===== src/rtl/mixcol_seq.sv =====
// Iterative AES MixColumns / InvMixColumns engine. It processes COLS_PER_CYCLE
// columns per step through a shared xtime bank and uses valid/ready handshakes on both sides.
module mixcol_seq #(
  parameter int COLS_PER_CYCLE = 1
) (
  input  logic         clk,
  input  logic         rst,
  input  logic         in_valid,
  output logic         in_ready,
  input  logic [127:0] in_state,
  input  logic         in_inv,
  output logic         out_valid,
  input  logic         out_ready,
  output logic [127:0] out_state,
  output logic         busy
);

  localparam int         NSTEP    = 4 / COLS_PER_CYCLE;
  localparam logic [1:0] LAST_CNT = 2'(NSTEP - 1);

  typedef enum logic [1:0] {
    IDLE = 2'd0,
    PRE  = 2'd1,
    MIX  = 2'd2,
    DONE = 2'd3
  } state_t;

  state_t       state_r, state_s;
  logic [1:0]   col_cnt_r, col_cnt_s;
  logic         inv_r, inv_s;
  logic [127:0] work_r, work_s, mixed_s;
  logic         in_ready_r, out_valid_r, out_valid_s, busy_r;
  logic [127:0] out_state_r, out_state_s;
  logic         pre_sel_s;

  function automatic logic [7:0] xt(input logic [7:0] b);
    xt = {b[6:0], 1'b0} ^ (b[7] ? 8'h1b : 8'h00);
  endfunction

  // The four xtime units are muxed: PRE chains them in pairs, MIX uses one per byte.
  function automatic logic [31:0] mix_col(input logic [31:0] col, input logic pre);
    logic [7:0] a0, a1, a2, a3, t0, t1, t2, t3;
    a0 = col[31:24];
    a1 = col[23:16];
    a2 = col[15:8];
    a3 = col[7:0];
    t0 = xt(pre ? (a0 ^ a2) : a0);
    t1 = xt(pre ? t0 : a1);
    t2 = xt(pre ? (a1 ^ a3) : a2);
    t3 = xt(pre ? t2 : a3);
    if (pre) begin
      mix_col = {a0 ^ t1, a1 ^ t3, a2 ^ t1, a3 ^ t3};
    end else begin
      mix_col = {t0 ^ t1 ^ a1 ^ a2 ^ a3,
                 a0 ^ t1 ^ t2 ^ a2 ^ a3,
                 a0 ^ a1 ^ t2 ^ t3 ^ a3,
                 t0 ^ a0 ^ a1 ^ a2 ^ t3};
    end
  endfunction

  assign pre_sel_s = (state_r == PRE) && inv_r;

  // Column datapath: transform the columns picked by col_cnt, pass the rest through.
  always_comb begin
    mixed_s = work_r;
    for (int k = 0; k < COLS_PER_CYCLE; k++) begin
      mixed_s[127 - 32*(int'(col_cnt_r)*COLS_PER_CYCLE + k) -: 32] =
        mix_col(work_r[127 - 32*(int'(col_cnt_r)*COLS_PER_CYCLE + k) -: 32], pre_sel_s);
    end
  end

  // Next-state logic and working-register updates.
  always_comb begin
    state_s     = state_r;
    col_cnt_s   = col_cnt_r;
    inv_s       = inv_r;
    work_s      = work_r;
    out_valid_s = out_valid_r;
    out_state_s = out_state_r;
    case (state_r)
      IDLE: begin
        if (in_valid && in_ready_r) begin
          work_s    = in_state;
          inv_s     = in_inv;
          col_cnt_s = 2'd0;
          state_s   = in_inv ? PRE : MIX;
        end else begin
          state_s = IDLE;
        end
      end
      PRE: begin
        work_s = mixed_s;
        if (col_cnt_r == LAST_CNT) begin
          col_cnt_s = 2'd0;
          state_s   = MIX;
        end else begin
          col_cnt_s = col_cnt_r + 2'd1;
        end
      end
      MIX: begin
        work_s = mixed_s;
        if (col_cnt_r == LAST_CNT) begin
          col_cnt_s = 2'd0;
          state_s   = DONE;
        end else begin
          col_cnt_s = col_cnt_r + 2'd1;
        end
      end
      DONE: begin
        // The result is published one cycle after DONE is entered and is held until consumed.
        if (out_valid_r && out_ready) begin
          out_valid_s = 1'b0;
          state_s     = IDLE;
        end else begin
          out_valid_s = 1'b1;
          out_state_s = work_r;
        end
      end
      default: begin
        state_s = IDLE;
      end
    endcase
  end

  // State and output registers.
  always_ff @(posedge clk) begin
    if (rst) begin
      state_r     <= IDLE;
      col_cnt_r   <= 2'd0;
      inv_r       <= 1'b0;
      work_r      <= 128'h0;
      in_ready_r  <= 1'b1;
      out_valid_r <= 1'b0;
      out_state_r <= 128'h0;
      busy_r      <= 1'b0;
    end else begin
      state_r     <= state_s;
      col_cnt_r   <= col_cnt_s;
      inv_r       <= inv_s;
      work_r      <= work_s;
      in_ready_r  <= (state_s == IDLE);
      out_valid_r <= out_valid_s;
      out_state_r <= out_state_s;
      busy_r      <= (state_s != IDLE);
    end
  end

  assign in_ready  = in_ready_r;
  assign out_valid = out_valid_r;
  assign out_state = out_state_r;
  assign busy      = busy_r;

endmodule


===== config.mk =====
export PLATFORM = sky130hd
export DESIGN_NAME = mixcol_seq
export DESIGN_NICKNAME = d
export VERILOG_FILES = /design/src/rtl/mixcol_seq.sv
export SDC_FILE = /design/constraint.sdc
export NUM_CORES = 1
export LEC_CHECK = 0
export CAP_MARGIN = 40
export CORE_MARGIN = 1.5
export CORE_UTILIZATION = 59
export CTS_BUF_LIST = sky130_fd_sc_hd__clkbuf_8
export CTS_CLUSTER_SIZE = 40
export DETAILED_ROUTE_END_ITERATION = 8
export PLACE_DENSITY = 0.87
export SYNTH_ARGS = -nofsm -noshare
export SYNTH_HDL_FRONTEND = slang
export SYNTH_SLANG_ARGS = --single-unit

===== constraint.sdc =====
create_clock -name clk -period 4.74 [get_ports clk]
set_input_delay 0.474 -clock clk [delete_from_list [all_inputs] [get_ports clk]]
set_output_delay 0.474 -clock clk [all_outputs]
set_load 0.01 [all_outputs]

==> qor.yml <==
num-nets-final: 1946
initial_core_util_pct: 59.6
cp-end-kind: "flip-flop"
grt_usage_pct: 41.2
setup-violations-final: 0
hold_class: "input port to flip-flop"
ff_latch_area_mm2: 0.00529
ys_ff_latch: 264
die_area_mm2: 0.0245
synth.net_count: 1746
avgSynthCellArea_um2: 8.67
synthDistinctLibCells: 52
cts_setup_buffers: 0
fin_crit_sh_pct: 78.8
cp_max_fo: 36
synthArstFlopShare_pct: 0
clk_path_buf_depth: 3
status: "finished clean"
first_iter_violations: 1707
yosys_warnings: 0
dp_cells: 2078
slew_headroom_pct: 37.1
synthXorXnorAreaFrac_pct: 14.5
grt_overflow: 0
fmax_mhz: 268
grt_max_degree: 161
setup_tns_ns: 0
hold_violations: 0
clock_latency_ns: 0.57
dr.pass1.iters: 7
synth_edf_count: 0
synth_top_family_by_area: "compound AO/OA/AOI/OAI gates"
whs_ns: 0.285
grt_pass1_wl_um: 75300
worst_slew_pin_slew_ns: 0.918
io_buffers: 263
cap_violations: 0
fin_crit_ns: 3.74
synth_fa_ha_area_share_pct: 0.719
rsz0062_at_grt: "false"
cts_made_buffers: 44
startpoint_type: "flip-flop"
clock_sinks: 264
first_global_vias: 12427
cts-root-buf: "clkbuf_8"
clk_pin_slew_ns: 0.06
syn_inst: 1605
stdcell_count: 2149
setup_ws_ns: 1.00
postRouteAntennaNets: 0
syn_area_mm2: 0.0139
slew_viol_final: 0
synth-compound-area-share_pct: 19.4
cts_tree: "yes"
viasPerCell: 6.28
areaGrowthSynthToFinish_pct: 25.2
multi_input_area_mm2: 0.00799
final_core_util_pct: 74.6
worst_ep_arrival_time_ns: 4.22
routedWlPerCell_um: 23.6
post_cts_resized: 0
nFillCells: 1804
place.gp.congestion: 0.994
p_per_area_mw_per_mm2: 506
ctsHoldBuffers: 0
die_w_um: 157
drc: 0
ios: 264
synth_mux_area_share_pct: 8.34
route.vias.total: 13495
layout-drive-gt1-share_pct: 8.69
yosysSeqAreaShare_pct: 38.0
path_class: "flip-flop to flip-flop"
wl_um: 50700
diodes: 0
synth_simple_gate_area_share_pct: 14.3
ys.flop_type: "dfxtp_1"
hpwl_um: 36900
leakagePower_nw: 6.30
core_area_mm2: 0.0233
die-height_um: 157
htreeDepth: 2
pre_cts_slack_ns: 1.18
ir_drop_uv: 262
worstPathRequired_ns: 5.22
rows: 56
fin_skew_ns: 0.0213
grt_antenna_before_repair: 0
[worst max-delay path, cell delays in order (launching register included)]
cell and delay [ns]:
dfxtp_1 0.40, inv_1 0.09, ha_1 0.73, clkinv_2 0.26
o21ai_1 0.70, o21a_1 0.62, buf_4 0.44, o21ai_0 0.13
a21o_1 0.19, a21oi_1 0.10
[worst paths after layout]
path / from / endpoint / slack [ns] / cells past startpoint
worst min register to register: out_state[77]$_SDFFE_PP0P_ / out_state[77]$_SDFFE_PP0P_ / 0.45 / 2
worst max-delay path: state_r[0]$_SDFF_PP0_ / work_r[124]$_SDFFE_PP0P_ / 1.00 / 9
worst min-delay path: rst / out_state[59]$_SDFFE_PP0P_ / 0.28 / 2
worst max register to register: state_r[0]$_SDFF_PP0_ / work_r[124]$_SDFFE_PP0P_ / 1.00 / 9
[synth_stat cells, types with 2 or more instances]
cell / n / area [um^2]
clkbuf_1: 102 / 383
ha_1: 8 / 100
a221o_1: 3 / 30.0
dfxtp_1: 264 / 5290
buf_2: 18 / 90.1
a31oi_1: 3 / 18.8
and3_1: 2 / 12.5
xor2_1: 30 / 263
a211oi_2: 3 / 37.5
xnor2_4: 5 / 138
a221oi_1: 32 / 280
nand2_1: 284 / 1070
nand4_1: 3 / 18.8
and2_1: 3 / 18.8
xnor3_1: 32 / 721
nand3_1: 9 / 45.0
a21oi_1: 243 / 1220
o21ai_1: 5 / 25.0
xnor2_1: 76 / 666
mux4_2: 35 / 788
o2111ai_1: 4 / 35.0
nor2b_1: 7 / 43.8
nor2_1: 189 / 709
o311ai_0: 5 / 43.8
xor3_1: 4 / 95.1
inv_1: 8 / 30.0
buf_4: 5 / 37.5
buf_6: 7 / 78.8
o21a_1: 5 / 37.5
mux2_2: 4 / 45.0
mux2i_1: 26 / 260
xnor2_2: 8 / 130
buf_1: 4 / 15.0
a21o_1: 11 / 82.6
o221a_1: 2 / 22.5
nor3_1: 8 / 40.0
a211oi_1: 71 / 533
o21ai_0: 63 / 315
[cell type report]
type                            count  area share [%]
Clock buffer                       49            3.87
Timing Repair Buffer              291            16.6
Inverter                           10           0.237
Tap cell                          319            2.29
Sequential cell                   264            30.4
Clock inverter                     22           0.747
Multi-Input combinational cell   1194            45.9
[metal layers]
metal  global-route usage [%]  vias up  routed length [um]
met5                        0        -                   0
met4                     17.4        0                2210
met3                     11.2      154                7110
met2                     58.4     1016               21200
met1                     58.8     6323               20200
li1                         -     6002                   -
[power by group]
part | switching [W] | internal, W | leakage (nW) | total (W)
logic | 0.00237 | 0.00165 | 3.68 | 0.00403
registers | 0.000389 | 0.00247 | 2.15 | 0.00286
clock network | 0.000940 | 0.000997 | 0.457 | 0.00194
total | 0.00370 | 0.00512 | 6.30 | 0.00882
[flip-flops by register name (all words and copies together) (netlist names)]
name       cells
inv_r          1
in_ready       1
busy           1
col_cnt_r      2
work_r       128
out_valid      1
state_r        2
out_state    128
[layout by cell type, fill, tap and decap left out, types with 5 or more instances in the layout]
cell and count:
nand2_1 282, dfxtp_1 262, clkdlybuf4s50_1 262, a21oi_1 242, nor2_1 189, xnor2_1 76
a211oi_1 71, o21ai_0 63, clkbuf_8 49, mux4_2 35, xnor3_1 32, a221oi_1 32
xor2_1 30, mux2i_1 26, buf_4 22, inv_1 17, a21o_1 11, nand3_1 9
clkinv_2 8, xnor2_2 8, nor3_1 8, ha_1 8, nor2b_1 7, xnor2_4 5
o21ai_1 5, o21a_1 5, o311ai_0 5
[cell families after synthesis]
family / after synthesis
XOR/XNOR: 155
multiplexers: 68
buffers and inverters: 147
flip-flops: 264
AND/OR/NAND/NOR: 511
adder cells (fa/ha/maj): 8
AO/OA/AOI/OAI: 452
[metrics by stage]
stage | cell area (um^2) | total power, W
after CTS | 17400 | 0.00860
after global placement | 16500 | 0.00664
final | 17400 | 0.00882
after global routing | 17400 | 0.00905
after detailed placement | 16600 | 0.00670
after floorplan | 13900 | 0.00540
Power figures use the tool's default switching activity.
